File: config.mk
export PLATFORM = sky130hd
export DESIGN_NAME = mips_multicycle_ctrl_flat
export DESIGN_NICKNAME = d
export VERILOG_FILES = /design/src/rtl/mips_multicycle_ctrl_pkg.sv /design/src/rtl/mips_multicycle_ctrl_if.sv /design/src/rtl/mips_aluop_decode.sv /design/src/rtl/mips_multicycle_ctrl.sv /design/src/flat_wrapper.sv
export SDC_FILE = /design/constraint.sdc
export NUM_CORES = 1
export LEC_CHECK = 0
export ABC_AREA = 1
export ABC_CLOCK_PERIOD_IN_PS = 1800
export CAP_MARGIN = 40
export CORE_MARGIN = 2
export CORE_UTILIZATION = 39
export DETAILED_ROUTE_END_ITERATION = 6
export PLACE_DENSITY = 0.8
export SYNTH_ARGS = -nofsm -noshare
export SYNTH_HDL_FRONTEND = slang
export SYNTH_SLANG_ARGS = --single-unit
File: constraint.sdc
create_clock -name clk -period 1.8 [get_ports clk]
set_clock_uncertainty 0.2 [all_clocks]
set_input_delay 0.27 -clock clk [delete_from_list [all_inputs] [get_ports clk]]
set_output_delay 0.27 -clock clk [all_outputs]
set_load 0.02 [all_outputs]
File: src/rtl/mips_multicycle_ctrl_pkg.sv
// Shared definitions for the multicycle MIPS control unit:
// opcodes, functs, ALU codes, state encodings and mux select codes.
package mips_multicycle_ctrl_pkg;

    localparam logic [5:0] OP_RTYPE = 6'h00;
    localparam logic [5:0] OP_J     = 6'h02;
    localparam logic [5:0] OP_BEQ   = 6'h04;
    localparam logic [5:0] OP_BNE   = 6'h05;
    localparam logic [5:0] OP_ADDI  = 6'h08;
    localparam logic [5:0] OP_SLTI  = 6'h0A;
    localparam logic [5:0] OP_ANDI  = 6'h0C;
    localparam logic [5:0] OP_ORI   = 6'h0D;
    localparam logic [5:0] OP_LUI   = 6'h0F;
    localparam logic [5:0] OP_LW    = 6'h23;
    localparam logic [5:0] OP_SW    = 6'h2B;

    localparam logic [5:0] F_ADD = 6'h20;
    localparam logic [5:0] F_SUB = 6'h22;
    localparam logic [5:0] F_AND = 6'h24;
    localparam logic [5:0] F_OR  = 6'h25;
    localparam logic [5:0] F_NOR = 6'h27;
    localparam logic [5:0] F_SLT = 6'h2A;

    localparam logic [3:0] ALU_AND = 4'd0;
    localparam logic [3:0] ALU_OR  = 4'd1;
    localparam logic [3:0] ALU_ADD = 4'd2;
    localparam logic [3:0] ALU_LUI = 4'd4;
    localparam logic [3:0] ALU_SUB = 4'd6;
    localparam logic [3:0] ALU_SLT = 4'd7;
    localparam logic [3:0] ALU_NOR = 4'd12;

    localparam logic [2:0] SRCB_B     = 3'd0;
    localparam logic [2:0] SRCB_4     = 3'd1;
    localparam logic [2:0] SRCB_SEXT  = 3'd2;
    localparam logic [2:0] SRCB_SEXT2 = 3'd3;
    localparam logic [2:0] SRCB_ZEXT  = 3'd4;

    localparam logic [1:0] PC_ALU    = 2'd0;
    localparam logic [1:0] PC_ALUOUT = 2'd1;
    localparam logic [1:0] PC_JUMP   = 2'd2;

    typedef enum logic [3:0] {
        S_FETCH    = 4'd0,
        S_DECODE   = 4'd1,
        S_MEMADR   = 4'd2,
        S_MEMRD    = 4'd3,
        S_MEMWB    = 4'd4,
        S_MEMWR    = 4'd5,
        S_RTYPE_EX = 4'd6,
        S_RTYPE_WB = 4'd7,
        S_BRANCH   = 4'd8,
        S_IMM_EX   = 4'd9,
        S_IMM_WB   = 4'd10,
        S_JUMP     = 4'd11
    } state_t;

    typedef enum logic [1:0] {
        CLS_ADD   = 2'd0,
        CLS_SUB   = 2'd1,
        CLS_RTYPE = 2'd2,
        CLS_IMM   = 2'd3
    } aluop_cls_t;

endpackage

File: src/rtl/mips_multicycle_ctrl_if.sv
// Control <-> datapath bundle: instruction fields and zero flag in,
// ALU code, mux selects, write enables and debug state out.
interface mips_multicycle_ctrl_if;
    logic [5:0] opcode;
    logic [5:0] funct;
    logic       zero;
    logic [3:0] aluctrl;
    logic       alusrca;
    logic [2:0] alusrcb;
    logic [1:0] pcsrc;
    logic       pcen;
    logic       iord;
    logic       memwrite;
    logic       irwrite;
    logic       regdst;
    logic       memtoreg;
    logic       regwrite;
    logic       illegal;
    logic [3:0] state;

    modport master (
        input  opcode, funct, zero,
        output aluctrl, alusrca, alusrcb, pcsrc, pcen, iord,
        output memwrite, irwrite, regdst, memtoreg, regwrite,
        output illegal, state
    );

    modport slave (
        output opcode, funct, zero,
        input  aluctrl, alusrca, alusrcb, pcsrc, pcen, iord,
        input  memwrite, irwrite, regdst, memtoreg, regwrite,
        input  illegal, state
    );
endinterface

File: src/rtl/mips_aluop_decode.sv
// ALU op decoder: (class, opcode, funct) -> aluctrl.
// bad_funct flags an unsupported R-type funct regardless of class.
module mips_aluop_decode
    import mips_multicycle_ctrl_pkg::*;
(
    input  aluop_cls_t cls,
    input  logic [5:0] opcode,
    input  logic [5:0] funct,
    output logic [3:0] aluctrl,
    output logic       bad_funct
);
    logic [3:0] f_code;
    logic       f_ok;

    always_comb begin
        f_code = ALU_ADD;
        f_ok   = 1'b1;
        case (funct)
            F_ADD:   f_code = ALU_ADD;
            F_SUB:   f_code = ALU_SUB;
            F_AND:   f_code = ALU_AND;
            F_OR:    f_code = ALU_OR;
            F_NOR:   f_code = ALU_NOR;
            F_SLT:   f_code = ALU_SLT;
            default: f_ok   = 1'b0;
        endcase
    end

    assign bad_funct = (opcode == OP_RTYPE) && !f_ok;

    always_comb begin
        aluctrl = ALU_ADD;
        unique case (cls)
            CLS_ADD:   aluctrl = ALU_ADD;
            CLS_SUB:   aluctrl = ALU_SUB;
            CLS_RTYPE: aluctrl = f_code;
            CLS_IMM: begin
                case (opcode)
                    OP_SLTI: aluctrl = ALU_SLT;
                    OP_ANDI: aluctrl = ALU_AND;
                    OP_ORI:  aluctrl = ALU_OR;
                    OP_LUI:  aluctrl = ALU_LUI;
                    default: aluctrl = ALU_ADD;
                endcase
            end
        endcase
    end
endmodule

File: src/rtl/mips_multicycle_ctrl.sv
// Multicycle MIPS control FSM: sequences fetch/decode/execute/mem/wb
// and drives all datapath selects and enables through the bus.
module mips_multicycle_ctrl
    import mips_multicycle_ctrl_pkg::*;
#(
    parameter logic [3:0] RESET_STATE = 4'd0
) (
    input  logic                  clk,
    input  logic                  reset,
    mips_multicycle_ctrl_if.master bus
);
    state_t     state, next;
    aluop_cls_t cls;
    logic [3:0] dec_alu;
    logic       bad_funct;
    logic       use_dec;

    mips_aluop_decode u_dec (
        .cls       (cls),
        .opcode    (bus.opcode),
        .funct     (bus.funct),
        .aluctrl   (dec_alu),
        .bad_funct (bad_funct)
    );

    always_ff @(posedge clk) begin
        if (reset) state <= state_t'(RESET_STATE);
        else       state <= next;
    end

    assign bus.state = state;

    always_comb begin
        next         = S_FETCH;
        cls          = CLS_ADD;
        use_dec      = 1'b0;
        bus.alusrca  = 1'b0;
        bus.alusrcb  = SRCB_B;
        bus.pcsrc    = PC_ALU;
        bus.pcen     = 1'b0;
        bus.iord     = 1'b0;
        bus.memwrite = 1'b0;
        bus.irwrite  = 1'b0;
        bus.regdst   = 1'b0;
        bus.memtoreg = 1'b0;
        bus.regwrite = 1'b0;
        bus.illegal  = 1'b0;
        case (state)
            S_FETCH: begin
                bus.irwrite = 1'b1;
                bus.alusrcb = SRCB_4;
                bus.pcen    = 1'b1;
                use_dec     = 1'b1;
                next        = S_DECODE;
            end
            S_DECODE: begin
                bus.alusrcb = SRCB_SEXT2;
                use_dec     = 1'b1;
                case (bus.opcode)
                    OP_LW, OP_SW:   next = S_MEMADR;
                    OP_BEQ, OP_BNE: next = S_BRANCH;
                    OP_J:           next = S_JUMP;
                    OP_ADDI, OP_SLTI, OP_ANDI,
                    OP_ORI, OP_LUI: next = S_IMM_EX;
                    OP_RTYPE: begin
                        bus.illegal = bad_funct;
                        next = bad_funct ? S_FETCH : S_RTYPE_EX;
                    end
                    default: bus.illegal = 1'b1;
                endcase
            end
            S_MEMADR: begin
                bus.alusrca = 1'b1;
                bus.alusrcb = SRCB_SEXT;
                use_dec     = 1'b1;
                next = (bus.opcode == OP_SW) ? S_MEMWR : S_MEMRD;
            end
            S_MEMRD: begin
                bus.iord = 1'b1;
                next     = S_MEMWB;
            end
            S_MEMWB: begin
                bus.memtoreg = 1'b1;
                bus.regwrite = 1'b1;
            end
            S_MEMWR: begin
                bus.iord     = 1'b1;
                bus.memwrite = 1'b1;
            end
            S_RTYPE_EX: begin
                bus.alusrca = 1'b1;
                cls         = CLS_RTYPE;
                use_dec     = 1'b1;
                next        = S_RTYPE_WB;
            end
            S_RTYPE_WB: begin
                bus.regdst   = 1'b1;
                bus.regwrite = 1'b1;
            end
            S_BRANCH: begin
                bus.alusrca = 1'b1;
                bus.pcsrc   = PC_ALUOUT;
                cls         = CLS_SUB;
                use_dec     = 1'b1;
                bus.pcen    = (bus.opcode == OP_BNE) ? ~bus.zero
                                                     : bus.zero;
            end
            S_IMM_EX: begin
                bus.alusrca = 1'b1;
                cls         = CLS_IMM;
                use_dec     = 1'b1;
                bus.alusrcb = (bus.opcode == OP_ADDI ||
                               bus.opcode == OP_SLTI) ? SRCB_SEXT
                                                      : SRCB_ZEXT;
                next        = S_IMM_WB;
            end
            S_IMM_WB: bus.regwrite = 1'b1;
            S_JUMP: begin
                bus.pcsrc = PC_JUMP;
                bus.pcen  = 1'b1;
            end
            default: next = S_FETCH;
        endcase
        bus.aluctrl = use_dec ? dec_alu : ALU_AND;
        // Reset must never let a write slip through mid-instruction.
        if (reset) begin
            bus.pcen     = 1'b0;
            bus.memwrite = 1'b0;
            bus.irwrite  = 1'b0;
            bus.regwrite = 1'b0;
            bus.illegal  = 1'b0;
            bus.aluctrl  = ALU_ADD;
        end
    end
endmodule

File: src/flat_wrapper.sv
// flat-port wrapper written by rule: the top's interface ports become plain ports
module mips_multicycle_ctrl_flat import mips_multicycle_ctrl_pkg::*;
#(
    parameter logic [3:0] RESET_STATE = 4'd0
)
  (clk, reset, bus_opcode, bus_funct, bus_zero, bus_aluctrl, bus_alusrca, bus_alusrcb, bus_pcsrc, bus_pcen, bus_iord, bus_memwrite, bus_irwrite, bus_regdst, bus_memtoreg, bus_regwrite, bus_illegal, bus_state);
  mips_multicycle_ctrl_if bus_i ();
  input  logic clk;
  input  logic reset;
  input wire logic [$bits(bus_i.opcode)-1:0] bus_opcode;
  input wire logic [$bits(bus_i.funct)-1:0] bus_funct;
  input wire logic [$bits(bus_i.zero)-1:0] bus_zero;
  output wire logic [$bits(bus_i.aluctrl)-1:0] bus_aluctrl;
  output wire logic [$bits(bus_i.alusrca)-1:0] bus_alusrca;
  output wire logic [$bits(bus_i.alusrcb)-1:0] bus_alusrcb;
  output wire logic [$bits(bus_i.pcsrc)-1:0] bus_pcsrc;
  output wire logic [$bits(bus_i.pcen)-1:0] bus_pcen;
  output wire logic [$bits(bus_i.iord)-1:0] bus_iord;
  output wire logic [$bits(bus_i.memwrite)-1:0] bus_memwrite;
  output wire logic [$bits(bus_i.irwrite)-1:0] bus_irwrite;
  output wire logic [$bits(bus_i.regdst)-1:0] bus_regdst;
  output wire logic [$bits(bus_i.memtoreg)-1:0] bus_memtoreg;
  output wire logic [$bits(bus_i.regwrite)-1:0] bus_regwrite;
  output wire logic [$bits(bus_i.illegal)-1:0] bus_illegal;
  output wire logic [$bits(bus_i.state)-1:0] bus_state;
  assign bus_i.opcode = bus_opcode;
  assign bus_i.funct = bus_funct;
  assign bus_i.zero = bus_zero;
  assign bus_aluctrl = bus_i.aluctrl;
  assign bus_alusrca = bus_i.alusrca;
  assign bus_alusrcb = bus_i.alusrcb;
  assign bus_pcsrc = bus_i.pcsrc;
  assign bus_pcen = bus_i.pcen;
  assign bus_iord = bus_i.iord;
  assign bus_memwrite = bus_i.memwrite;
  assign bus_irwrite = bus_i.irwrite;
  assign bus_regdst = bus_i.regdst;
  assign bus_memtoreg = bus_i.memtoreg;
  assign bus_regwrite = bus_i.regwrite;
  assign bus_illegal = bus_i.illegal;
  assign bus_state = bus_i.state;
  mips_multicycle_ctrl #(.RESET_STATE(RESET_STATE)) u_core (.clk(clk), .reset(reset), .bus(bus_i));
endmodule
==> results of run 1 <==
[stage by stage]
step	cells	worst slack, ns	hold slack (ns)
2_1_floorplan	136	-0.0265	0.280
3_3_place_gp	231	-0.765	0.558
3_5_place_dp	231	-0.805	0.558
4_1_cts	245	-0.100	0.315
[cells in the mapped netlist, drive strengths merged]
cell type	count
nand2	38
inv	27
nor2	26
a21oi	9
o21ai	6
nand4	5
dfxtp	4
nand3	4
nor3	4
a31oi	2
clkinv	2
o22ai	2
o31ai	2
or2	2
a31o	1
buf	1
o211ai	1
[cells by family after synthesis]
group	after synthesis	share of synthesized area, %
compound gates	23	19.4
buf+inv	30	16.7
simple gates	79	52.5
flops	4	11.5
[timing repair]
action                                  in CTS
buffers inserted                            11
pin swaps                                   23
gates resized for setup                    138
endpoints found under the setup margin      20
==> flow_metrics.py, run 1 <==
metrics = {
    "run_status": {
        "status": "stopped before the end",
        "stop_stage": "5_1_grt",
        "error": "[ERROR DPL-0033] detailed placement checks failed during check placement.",
    },
    "clock_network": {
        "clockBufferDepth": 2,
        "hold_buffers": 0,
        "clock_sinks": 4,
        "cts_root_buf": "clkbuf_4",
        "numCtsBuffers": 3,
        "htree_levels": 1,
    },
    "global_routing": {
        "grt_start_max_net_pins": 9,
        "antenna_found_initial": 0,
    },
    "die": {
        "ioPinCount": 37,
        "row_count": 15,
        "start_util_pct": 40.9,
        "die_w_um": 46.3,
        "die_y_um": 46.3,
    },
    "sta": {
        "endpoint_type": "primary output",
        "postGrtWorstEndpoint": "bus_aluctrl[2]",
    },
    "yosys": {
        "ys_ff_latch": 4,
        "yosys_warnings": 0,
        "yosys.area.top_type_share_pct": 18.8,
        "synth.cell_area_um2": 698,
        "synth_cell_types": 25,
        "syn-instance-count": 136,
        "syn-num-nets": 151,
        "synth.area.top_cells": "nand2_1 (19%), dfxtp_1 (11%), inv_1 (11%)",
        "post_synth.cell_area_avg_um2": 5.13,
        "synth_top_area_cell": "nand2_1",
        "yosysSeqAreaShare_pct": 11.5,
    },
    "placement": {
        "placed_cell_area_mm2": 0.00137,
        "routabilityCongestion": 0.839,
        "hpwl_um": 2250,
        "numPortBuffers": 36,
    },
}
==> run 2, diff against run 1 <==
CORE_AREA = 2 2 63 65   (was default)
CORE_MARGIN = default   (was 2)
CORE_UTILIZATION = default   (was 39)
DIE_AREA = 0 0 65 67   (was default)
PLACE_DENSITY = default   (was 0.8)
PLACE_DENSITY_LB_ADDON = 0.15   (was default)
==> flow_metrics.py, run 2 <==
metrics = {
    "run_status": {
        "status": "finished with violations",
        "violations": "setup timing",
    },
    "cells_and_area": {
        "n_antenna_cell": 0,
        "num-nets-final": 245,
        "drive_gt1_share_pct": 64.5,
        "post-route-util_pct": 48.0,
        "largest_register_ffs": 4,
        "mostFrequentLayoutCell": "buf_4",
        "layout_common_cells": "buf_4 (55), nand2_1 (24), inv_2 (12)",
        "reg.largest.list": "u_core.bus.state (4)",
        "nFillCells": 384,
        "largest_register": "u_core.bus.state",
        "syn_to_final_growth_pct": 148,
        "seqCellArea_um2": 95.1,
        "multi_input_area_um2": 674,
    },
    "clock_network": {
        "clk_latency_ns": 0.21,
        "cts_tree": "done",
        "hold_buffers": 0,
        "clockBufferDepth": 2,
        "clock_sinks": 4,
        "cts_root_buf": "clkbuf_8",
        "htree_levels": 1,
        "numCtsBuffers": 3,
        "clk_pin_slew_ns": 0.03,
    },
    "sta": {
        "drv_slew": 0,
        "layout_setup_ws_ns": -0.0744,
        "setup_viol": 8,
        "tightest_slew_ns": 0.226,
        "finalHoldViolations": 0,
        "period_minus_slack_ns": 1.87,
        "max_freq_mhz": 534,
        "setup_tns_ns": -0.397,
        "max_slew_margin_pct": 84.8,
        "rsz0062_at_grt": "true",
        "fin_crit_sh_pct": 104,
    },
    "power_and_ir_drop": {
        "p_switching_uw": 186,
        "seqPwrFrac_pct": 17.9,
        "p_sw_share_pct": 34.2,
        "clock_power_share_pct": 33.9,
        "power.total_uw": 544,
        "intPower_uw": 358,
        "vdd_ir_drop_max_uv": 379,
        "combPwrFrac_pct": 48.2,
        "cellPowerDensity_mw_per_mm2": 315,
        "leakage_uw": 0.000916,
    },
    "hold_path": {
        "min_path_cells": 4,
        "worstHoldPathType": "input pin to flip-flop",
        "hold_start": "bus_opcode[5]",
        "holdPathEnd": "u_core.bus.state[1]",
    },
    "yosys": {
        "synth_mux_area_share_pct": 0,
        "ys_async_sr_fraction_pct": 0,
        "synth_xor_area_share_pct": 0,
        "synth_top_area_cell": "nand2_1",
        "yosys_warnings": 0,
        "synth.area.top_cells": "nand2_1 (19%), dfxtp_1 (11%), inv_1 (11%)",
        "ys_ff_latch": 4,
        "synth_cell_types": 25,
        "yosys.area_share.simple_pct": 52.5,
        "syn-instance-count": 136,
        "synth_top_family_by_area": "simple AND/OR/NAND/NOR gates",
        "synth-edff-count": 0,
        "post_synth.cell_area_avg_um2": 5.13,
        "syn-num-nets": 151,
        "synth_most_common_cell": "nand2_1",
        "ys.flop_type": "dfxtp_1",
        "netlist_top_cells_count": "nand2_1 (35), inv_1 (20), nor2_1 (20), a21oi_1 (9), inv_2 (7)",
        "synth-adder-area-share_pct": 0,
        "synth.cell_area_um2": 698,
        "yosysSeqAreaShare_pct": 11.5,
        "synth_compound_area_share_pct": 19.4,
        "yosys.area.top_type_share_pct": 18.8,
    },
    "drt": {
        "viasPerCell": 4.30,
        "drc_errors": 0,
        "vias": 1187,
        "drt-wirelength-per-cell_um": 11.5,
        "routed_wl_um": 3160,
        "drt_iter0_markers": 13,
        "dr.pass1.iters": 4,
        "final_antenna_net_count": 0,
    },
    "die": {
        "start_util_pct": 19.4,
        "core_mm2": 0.00361,
        "die_w_um": 65,
        "die_area_mm2": 0.00436,
        "die_y_um": 67,
        "ioPinCount": 37,
        "row_count": 22,
    },
    "global_routing": {
        "grt_overflow": 0,
        "grt_start_max_net_pins": 9,
        "antenna_found_initial": 0,
        "grt_pass1_wl_um": 5230,
        "track_usage_pct": 15.2,
        "grt_pass1_vias": 1235,
    },
    "setup_path": {
        "worstPathRequired_ns": 1.33,
        "cp-end-kind": "output pin",
        "r2r-end": "u_core.bus.state[2]",
        "crit_fanout": 5,
        "critPathKind": "flip-flop to output pin",
        "cp-start-kind": "flip-flop",
        "worstPathArrival_ns": 1.40,
        "rr_startpoint": "u_core.bus.state[1]",
        "rrSetupSlack_ns": 0.19,
        "reg2reg_depth": 9,
    },
    "placement": {
        "routabilityCongestion": 0.814,
        "numPortBuffers": 36,
        "hpwl_um": 2560,
    },
    "flow_run": {
        "cap_violations": 0,
    },
}
-- run 2: cell counts after synthesis --
No cell type changed its count.
-- run 2: cell type report --
class | count | area share, %
sequential | 4 | 5.50
multi-input combinational | 102 | 39.0
clock buffer | 3 | 2.39
timing repair buffer | 90 | 42.4
inverter | 29 | 7.30
tap | 48 | 3.47
-- run 2: metrics by stage --
step                      instance area, um2  hold WS [ns]  setup WS [ns]  instances
final                                   1730         0.360        -0.0744        276
after global placement                  1450         0.550         -0.795        260
after detailed placement                1450         0.548         -0.853        260
after floorplan                          724         0.280        -0.0265        136
after CTS                               1620         0.376        -0.0535        272
after global routing                    1730         0.376         -0.164        276
-- run 2: power groups by stage --
stage,Clock (uW),Sequential [uW],Combinational (uW)
2_1_floorplan,0,105,89.5
3_3_place_gp,0,100,227
3_5_place_dp,0,100,227
4_1_cts,190,97.5,239
5_1_grt,203,98.3,285
6_report,185,97.7,262
-- run 2: worst max-delay path by stage --
stage / endpoint / from / slack (ns)
2_1_floorplan: bus_pcen / u_core.bus.state[3] / -0.03
3_3_place_gp: bus_illegal / bus_opcode[5] / -0.80
3_5_place_dp: bus_aluctrl[0] / bus_opcode[3] / -0.85
4_1_cts: bus_aluctrl[3] / u_core.bus.state[3] / -0.05
5_1_grt: bus_alusrcb[1] / u_core.bus.state[1] / -0.16
6_report: bus_alusrcb[1] / u_core.bus.state[1] / -0.07
-- run 2: layer usage --
metal | routed length (um) | share of wire (%) | up-vias | track usage (%)
met1 | 1370 | 43 | 548 | 18.7
met5 | 0 | 0 | - | 0
met2 | 1700 | 54 | 17 | 28.6
li1 | - | - | 620 | -
met4 | 15 | 0.47 | 0 | 3.99
met3 | 73 | 2.3 | 2 | 0.845
-- run 2: what timing repair did --
item,CTS,global route
buffers inserted,9,4
endpoints found under the hold margin,0,0
pin swaps,28,22
endpoints found under the setup margin,22,20
gates resized for setup,139,52
-- run 2: cell families after synthesis --
family | count (synthesis)
buffers and inverters | 30
AOI/OAI and AO/OA | 23
and+or+nand+nor | 79
DFF | 4
-- run 2: critical path, cell delays in order (launching register included) --
cell and delay, ns:
dfxtp_4 0.39, inv_4 0.05, nor2_4 0.17, buf_4 0.14, buf_4 0.10, nand2_1 0.06
o211ai_1 0.11, buf_4 0.19
(Power assumes the default switching activity.)
